$ cat config.mk
export PLATFORM = sky130hd
export DESIGN_NAME = regfile_pair_flat
export DESIGN_NICKNAME = d
export VERILOG_FILES = /design/src/rtl/regfile_pair_if.sv /design/src/rtl/regfile_pair.sv /design/src/flat_wrapper.sv
export SDC_FILE = /design/constraint.sdc
export NUM_CORES = 1
export LEC_CHECK = 0
export CORE_MARGIN = 2
export CORE_UTILIZATION = 50
export DETAILED_ROUTE_END_ITERATION = 6
export GPL_TIMING_DRIVEN = 0
export PLACE_DENSITY = 0.69
export RECOVER_POWER = 25
export SYNTH_ARGS = -nofsm -noshare
export SYNTH_HDL_FRONTEND = slang
export SYNTH_SLANG_ARGS = --single-unit
$ cat constraint.sdc
create_clock -name clk -period 6.9 [get_ports clk]
set_input_delay 2.07 -clock clk [delete_from_list [all_inputs] [get_ports clk]]
set_output_delay 2.07 -clock clk [all_outputs]
set_load 0.01 [all_outputs]
$ cat src/rtl/regfile_pair_if.sv
// Bus bundle for regfile_pair: write port, two read ports and the register-pair pointer port.
interface regfile_pair_if #(
  parameter int unsigned DATA_W = 8,
  parameter int unsigned ADDR_W = 4,
  parameter int unsigned STEP_W = 4
);
  logic                  wr_en;
  logic [ADDR_W-1:0]     wr_sel;
  logic [DATA_W-1:0]     wr_data;
  logic [ADDR_W-1:0]     rd_a_sel;
  logic [ADDR_W-1:0]     rd_b_sel;
  logic [DATA_W-1:0]     rd_a;
  logic [DATA_W-1:0]     rd_b;
  logic [1:0]            pair_op;
  logic [STEP_W-1:0]     step;
  logic [2*DATA_W-1:0]   pair_out;
  logic [DATA_W-1:0]     pair_hi;
  logic                  pair_wrap;
  logic                  pair_conflict;

  modport master (
    output wr_en, wr_sel, wr_data, rd_a_sel, rd_b_sel, pair_op, step,
    input  rd_a, rd_b, pair_out, pair_hi, pair_wrap, pair_conflict
  );

  modport slave (
    input  wr_en, wr_sel, wr_data, rd_a_sel, rd_b_sel, pair_op, step,
    output rd_a, rd_b, pair_out, pair_hi, pair_wrap, pair_conflict
  );
endinterface

$ cat src/rtl/regfile_pair.sv
// Register file with two async read ports, one sync write port and an even/odd
// register-pair pointer port supporting +1, -1 and signed-step updates.
module regfile_pair #(
  parameter int unsigned DATA_W = 8,
  parameter int unsigned ADDR_W = 4,
  parameter int unsigned STEP_W = 4,
  parameter int unsigned BYPASS = 1
) (
  input  logic           clk,
  input  logic           rst_n,
  regfile_pair_if.slave  bus
);
  localparam int unsigned NREG = 1 << ADDR_W;
  localparam int unsigned PW   = 2 * DATA_W;

  logic [DATA_W-1:0] regs_q [NREG];
  logic [DATA_W-1:0] regs_d [NREG];
  logic              wrap_q, wrap_d;
  logic              conflict_q, conflict_d;

  logic [ADDR_W-1:0] lo_sel, hi_sel;
  logic              pair_valid;
  logic [PW-1:0]     pair_cur;
  logic [PW-1:0]     delta;
  logic [PW:0]       sum;
  logic              op_active, conflict, apply, wrapped;

  assign lo_sel     = bus.rd_b_sel & ~ADDR_W'(1);
  assign hi_sel     = lo_sel | ADDR_W'(1);
  assign pair_valid = ~bus.rd_b_sel[0];
  assign pair_cur   = pair_valid ? {regs_q[hi_sel], regs_q[lo_sel]} : '0;

  always_comb begin
    delta = '0;
    case (bus.pair_op)
      2'b01:   delta = PW'(1);
      2'b10:   delta = '1;
      2'b11:   delta = PW'($signed(bus.step));
      default: delta = '0;
    endcase
  end

  // Negative deltas are added in two's complement: a borrow is the absence of carry-out.
  assign sum       = {1'b0, pair_cur} + {1'b0, delta};
  assign wrapped   = delta[PW-1] ? ~sum[PW] : sum[PW];
  assign op_active = (bus.pair_op != 2'b00) && pair_valid;
  assign conflict  = op_active && bus.wr_en &&
                     ((bus.wr_sel == lo_sel) || (bus.wr_sel == hi_sel));
  assign apply     = op_active && !conflict;

  always_comb begin
    regs_d = regs_q;
    if (apply) begin
      regs_d[lo_sel] = sum[DATA_W-1:0];
      regs_d[hi_sel] = sum[PW-1:DATA_W];
    end
    if (bus.wr_en) regs_d[bus.wr_sel] = bus.wr_data;
    wrap_d     = apply && wrapped;
    conflict_d = conflict;
  end

  always_ff @(posedge clk or negedge rst_n) begin
    if (!rst_n) begin
      for (int unsigned i = 0; i < NREG; i++) regs_q[i] <= '0;
      wrap_q     <= 1'b0;
      conflict_q <= 1'b0;
    end else begin
      regs_q     <= regs_d;
      wrap_q     <= wrap_d;
      conflict_q <= conflict_d;
    end
  end

  always_comb begin
    bus.rd_a = regs_q[bus.rd_a_sel];
    bus.rd_b = regs_q[bus.rd_b_sel];
    if (BYPASS != 0 && bus.wr_en) begin
      if (bus.wr_sel == bus.rd_a_sel) bus.rd_a = bus.wr_data;
      if (bus.wr_sel == bus.rd_b_sel) bus.rd_b = bus.wr_data;
    end
  end

  assign bus.pair_out      = pair_cur;
  assign bus.pair_hi       = pair_cur[PW-1:DATA_W];
  assign bus.pair_wrap     = wrap_q;
  assign bus.pair_conflict = conflict_q;
endmodule

$ cat src/flat_wrapper.sv
// flat-port wrapper written by rule: the top's interface ports become plain ports
module regfile_pair_flat 
#(
  parameter int unsigned DATA_W = 8,
  parameter int unsigned ADDR_W = 4,
  parameter int unsigned STEP_W = 4,
  parameter int unsigned BYPASS = 1
)
  (clk, rst_n, bus_wr_en, bus_wr_sel, bus_wr_data, bus_rd_a_sel, bus_rd_b_sel, bus_pair_op, bus_step, bus_rd_a, bus_rd_b, bus_pair_out, bus_pair_hi, bus_pair_wrap, bus_pair_conflict);
  regfile_pair_if #(.DATA_W(DATA_W), .ADDR_W(ADDR_W), .STEP_W(STEP_W)) bus_i ();
  input  logic clk;
  input  logic rst_n;
  input wire logic [$bits(bus_i.wr_en)-1:0] bus_wr_en;
  input wire logic [$bits(bus_i.wr_sel)-1:0] bus_wr_sel;
  input wire logic [$bits(bus_i.wr_data)-1:0] bus_wr_data;
  input wire logic [$bits(bus_i.rd_a_sel)-1:0] bus_rd_a_sel;
  input wire logic [$bits(bus_i.rd_b_sel)-1:0] bus_rd_b_sel;
  input wire logic [$bits(bus_i.pair_op)-1:0] bus_pair_op;
  input wire logic [$bits(bus_i.step)-1:0] bus_step;
  output wire logic [$bits(bus_i.rd_a)-1:0] bus_rd_a;
  output wire logic [$bits(bus_i.rd_b)-1:0] bus_rd_b;
  output wire logic [$bits(bus_i.pair_out)-1:0] bus_pair_out;
  output wire logic [$bits(bus_i.pair_hi)-1:0] bus_pair_hi;
  output wire logic [$bits(bus_i.pair_wrap)-1:0] bus_pair_wrap;
  output wire logic [$bits(bus_i.pair_conflict)-1:0] bus_pair_conflict;
  assign bus_i.wr_en = bus_wr_en;
  assign bus_i.wr_sel = bus_wr_sel;
  assign bus_i.wr_data = bus_wr_data;
  assign bus_i.rd_a_sel = bus_rd_a_sel;
  assign bus_i.rd_b_sel = bus_rd_b_sel;
  assign bus_i.pair_op = bus_pair_op;
  assign bus_i.step = bus_step;
  assign bus_rd_a = bus_i.rd_a;
  assign bus_rd_b = bus_i.rd_b;
  assign bus_pair_out = bus_i.pair_out;
  assign bus_pair_hi = bus_i.pair_hi;
  assign bus_pair_wrap = bus_i.pair_wrap;
  assign bus_pair_conflict = bus_i.pair_conflict;
  regfile_pair #(.DATA_W(DATA_W), .ADDR_W(ADDR_W), .STEP_W(STEP_W), .BYPASS(BYPASS)) u_core (.clk(clk), .rst_n(rst_n), .bus(bus_i));
endmodule
Word-level counts from Yosys, hierarchy flattened:

Cells that the tools add are included.

* bits in registers: 130
* output and inout bits: 42
* input bits: 29
* logic and storage cells: 82

* bitwise logic cells: 7
* add/subtract/negate cells: 1
* equality and inequality tests: 7
* reduce and logical (&&, ||, !) cells: 11
* order comparisons: 8
* muxes and demuxes: 30

Operators by type and width (count)
* 128-bit bitwise mux: 3
* 128-bit two-way mux: 2
* 8-bit binary-select mux with 4-bit select: 4
* 8-bit two-way mux: 15
* 8-bit demux with 4-bit select: 3
* 16-bit case mux with 3 select lines: 1
* 5-bit greater-or-equal comparator, second input constant: 5
* 4-bit NOT with 5-bit output: 5
* 16-bit by 16-bit adder with 17-bit output: 1
* 4-bit equality test: 4
* 16-bit two-way mux: 1
* 5-bit by 1-bit less-than comparator with 1-bit output, second input constant: 3
* 1-bit logical AND: 8
* 2-bit equality test, second input constant: 2
* 2-bit by 1-bit equality test with 1-bit output, second input constant: 1
* 1-bit NOT: 2
* 2-bit nonzero test: 1
* 1-bit zero test: 1
* 1-bit logical OR: 1
* 1-bit two-way mux: 1

Logic depth before layout (Yosys ltp):

* depth in word-level cells: 11
* mapped depth: 19
* depth with buffers taken out: 14

Least setup slack after synthesis:

Ideal clock, no wire load.

* path kind: input port to output port
* start point: in bus_rd_a_sel[3]
* end point: out bus_rd_a[0]
* buffers on the path: 2
* data arrival time: 3950 ps
* required time: 4830 ps
* stages: 5
* slack: 880 ps
* path through: clkbuf_1 > buf_2 > mux4_2 > mux4_2 > mux2_2

* word-level cells in the longest chain between the ends: 6
* elaborated cells between the ends (all ways): 7
* classes of those cells: eq/ne: 1; mux: 5; bitwise: 1

Ends and longest elaborated chain
* from (decl): line flat_wrapper.sv:16 `input wire logic [$bits(bus_i.rd_a_sel)-1:0] bus_rd_a_sel;`
* 4-bit NOT with 5-bit output (implied by the code): line regfile_pair.sv:75 `bus.rd_a = regs_q[bus.rd_a_sel];`
* 8-bit binary-select mux with 4-bit select: line regfile_pair.sv:75
* 8-bit two-way mux (implied by the code) (2 in series): line regfile_pair.sv:75
* 8-bit two-way mux: line regfile_pair.sv:78 `if (bus.wr_sel == bus.rd_a_sel) bus.rd_a = bus.wr_data;`
* 8-bit two-way mux *: line regfile_pair.sv:77 `if (BYPASS != 0 && bus.wr_en) begin`
* to (decl): line flat_wrapper.sv:20 `output wire logic [$bits(bus_i.rd_a)-1:0] bus_rd_a;`

Every way passes the cells marked *; elsewhere a longest branch is shown, timed or not. The select of a mux whose other input is x is not followed.

Final worst setup path:

* start point: in bus_rd_b_sel[3]
* end point: out bus_pair_out[13]

* word-level cells in the longest chain between the ends: 5

Ends and longest elaborated chain
* from (decl): line flat_wrapper.sv:17 `input wire logic [$bits(bus_i.rd_b_sel)-1:0] bus_rd_b_sel;`
* 4-bit NOT with 5-bit output (implied by the code): line regfile_pair.sv:31 `assign pair_cur = pair_valid ? {regs_q[hi_sel], regs_q[lo_sel]} : '0;`
* 8-bit binary-select mux with 4-bit select: line regfile_pair.sv:31
* 8-bit two-way mux (implied by the code) (2 in series): line regfile_pair.sv:31
* 16-bit two-way mux: line regfile_pair.sv:31
* to (decl): line flat_wrapper.sv:22 `output wire logic [$bits(bus_i.pair_out)-1:0] bus_pair_out;`

Every way passes these cells. The select of a mux whose other input is x is not followed.

==> key figures <==
Synth
  – Share of synthesized registers carrying an async set or reset: 1.00
  – YS warnings: 0
  – Synthesized area: around 10,000 µm²
  – Mapped Nets: 1,121
  – Instance count of the mapped netlist: ~1,100
  – Top_reg_cell synth: dfrtp_1
  – FF+latch count, synth: 130
  – Number of flops mapped to enable cells by yosys: 0
  – Syn Area/Cell: just under 10 µm²
  – Post-synthesis sequential area ratio: 0.312
  – Yosys cell types: between 60 and 70

Clock network
  – Worst-case clock buffer depth: 2
  – Number of CTS-inserted buffers: 17
  – CTS tree: built
  – Clock-pin slew on the worst setup and hold paths: 0.06 ns
  – # H-tree levels: 4
  – Clk_lat worst skew: roughly 0.44 ns
  – CTS root buf: clkbuf_16
  – Post-CTS Hold Buffers: 0
  – Clock sink count: 130

GRT
  – Met3 layer usage reported by global route: 0.174
  – Busiest grt layer: met2
  – GRT overflow: 0
  – GRT met2 Usage: 0.628
  – Largest net degree at the start of global routing: 87
  – Global-route wire length before repair: between 60,000 and 70,000 µm
  – Vias in the first global route: 9,853
  – Initial antenna violation count: 3
  – Met1 Track Usage GR: 0.571
  – Total track usage: 0.447

Power and ir drop
  – Net Sw Frac: 0.383
  – Comb power frac: 0.394
  – Peak supply drop: ~0.00019 V
  – Sequential share of power: 0.348
  – Total power: 3.95 mW
  – Internal power: 2.44 mW
  – Clock Power Share: 0.258
  – P_leak: 5.26 nW
  – Pwr Density: 323 nW/µm²
  – Sw power: 1.51 mW

Flow run
  – Max cap viols: 3

Place
  – RD Place Congestion: 1.04
  – Input/output buffers: 52
  – Detailed Place HPWL: 33,000 µm

STA
  – Period utilization: 1.01
  – Relative slew margins: -0.677
  – Final setup margin: -0.0397 ns
  – Hold Violations, Final: 0
  – Fmax: 144 MHz
  – Final worst path period need: 6.94 ns
  – Tightest Pin Transition: 2.52 ns
  – Layout Skew: around 0.011 ns
  – Max-slew violations: 133
  – Setup violators final: 1

Die
  – IO Count: just over 70
  – Initial Util: 0.513
  – Rows: 52
  – Die H: 148 µm
  – Total die area: 22,000 µm²
  – Core footprint: 20,400 µm²
  – Die Wd: 148 µm

Critical path
  – Data arrival, critical path: 4.87 ns
  – Max FO, Critical Path: 10
  – Element type at the critical path start: input pin
  – CP Capture Type: output port
  – WP data required: between 4 and 5 ns
  – Kind of critical path: input pin to output port

Cells and area
  – Area Overhead vs Synth: 16.9%
  – # fillers: roughly 1,800
  – Layout cells sized above 1: 0.203
  – Most frequent cells in the layout: dfrtp_1, nand2_1, mux2i_1, o21ai_0, a21oi_1
  – Commonest non-fill, non-tap cell in the layout: dfrtp_1
  – Post-layout util: 0.599
  – # nets final: about 1,200

Routing
  – First-pass DRT Iterations: 6
  – Antenna Nets Post-Route: 0
  – Vias: 10,500
  – Drt wl/cell: 33.6 µm
  – DRC viols: 0
  – Total routed wirelength: 48,500 µm
  – Initial DRC count: 1,601
  – Via density: 7.25

Status
  – Failing checks: capacitance limit, slew limit, setup timing
  – Status: finished with violations

Worst hold path
  – Hold Path Class: flop to flop
-- power groups by stage --
stage / Clock (mW) / Combinational (mW) / Sequential (mW)
floorplan: 0 / 1.05 / 1.20
global placement: 0 / 1.47 / 1.35
detailed placement: 0 / 1.49 / 1.35
CTS: 1.01 / 1.51 / 1.34
global route: 1.04 / 1.65 / 1.39
finish: 1.02 / 1.55 / 1.37
-- what timing repair did --
item | 4_1_cts | 5_1_grt
endpoints found under the hold margin | 0 | 0
setup buffers | 6 | 6
resized for setup | 50 | 20
endpoints found under the setup margin | 121 | 32
pin swaps | 3 | 4
-- stage by stage --
step	setup TNS, ns	worst slack [ns]	cells	hold slack (ns)	area, µm²
floorplan	0	0.880	1075	0.520	10400
global placement	-312.94	-1.70	1397	0.555	11300
detailed placement	-92.05	-1.21	1399	0.572	11300
CTS	0	0.0189	1437	0.583	12100
global route	-0.0217	-0.0217	1443	0.620	12200
finish	-0.0397	-0.0397	1444	0.602	12200
-- cell type report --
class,instances,area [µm²],area share
Clock buffer,18,439,0.0360
Antenna cell,1,2.50,0.000205
Inverter,10,42.5,0.00349
Timing Repair Buffer,66,621,0.0509
Multi-Input combinational cell,834,6710,0.550
Buffer,101,593,0.0486
Sequential cell,130,3250,0.267
Tap cell,270,338,0.0277
Clock inverter,14,200,0.0164
-- synthesized netlist by cell type (all sizes together), types with 2 or more instances --
master   count  share of area
o22ai        9         0.0054
clkbuf      47          0.017
mux4        78           0.17
o21a         5         0.0036
a22oi        6         0.0043
o2111ai      2         0.0017
or3          2         0.0012
a31oi        3         0.0018
and3b        7         0.0059
nand2b       6         0.0036
o31a         2         0.0017
o311ai       2         0.0017
nand4        4         0.0038
nor2b        8         0.0048
ha          16          0.019
buf         54          0.029
a221oi       5         0.0042
a22o         8         0.0067
mux2i       94          0.090
xnor2       10         0.0084
or4          2         0.0014
o2111a       2         0.0023
nor3b        4         0.0029
xor2         5         0.0042
o211ai       5         0.0036
or2          3         0.0018
and2         3         0.0018
nor2        93          0.033
o21bai       2         0.0014
dfrtp      130           0.31
a211oi      20          0.014
a222oi       2         0.0019
nor3        10         0.0048
nand3       16          0.014
and3        35          0.021
a21oi       92          0.044
nand2       98          0.036
a21o         3         0.0022
inv          9         0.0032
o21ai      124          0.059
nand3b       6         0.0043
mux2        28          0.030
-- routing by layer --
metal | part of all wire | wire length, µm
met5 | 0 | 0
met3 | 0.15 | 7400
met4 | 0.085 | 4130
met1 | 0.35 | 17200
met2 | 0.41 | 19800
-- kinds of logic after synthesis --
family	count (synthesis)	share of synthesized area
buffers and inverters	111	0.0497
adder cells (fa/ha/maj)	17	0.0211
flip-flops	130	0.312
XOR/XNOR	15	0.0126
AND/OR/NAND/NOR	300	0.145
multiplexers	200	0.289
AO/OA/AOI/OAI	302	0.172
-- critical path: stages --
cell	delay [ns]
buf_2	0.17
clkbuf_4	0.33
buf_2	0.48
clkbuf_2	0.38
a31oi_1	0.16
a31oi_1	0.50
nor2_2	0.14
buf_4	0.16
clkdlybuf4s50_1	0.46
-- state kept, by name, summed over array words and instances, names as in the netlist --
signal	count
u_core.regs_q	128
u_core.bus.pair_conflict	1
u_core.bus.pair_wrap	1
-- path summary, 6_finish.rpt --
path,end,depth (start not counted),start,slack [ns]
max,bus_pair_out[13],9,bus_rd_b_sel[3],-0.04
min,u_core.regs_q[122]$_DFF_PN0_,2,u_core.regs_q[122]$_DFF_PN0_,0.60
max reg2reg,u_core.regs_q[37]$_DFF_PN0_,12,u_core.regs_q[4]$_DFF_PN0_,2.39
min reg2reg,u_core.regs_q[122]$_DFF_PN0_,2,u_core.regs_q[122]$_DFF_PN0_,0.60
max in group asynchronous,u_core.regs_q[89]$_DFF_PN0_,2,rst_n,1.16
min in group asynchronous,u_core.regs_q[28]$_DFF_PN0_,1,rst_n,2.40
No activity file was read; power rests on OpenSTA's default activity.
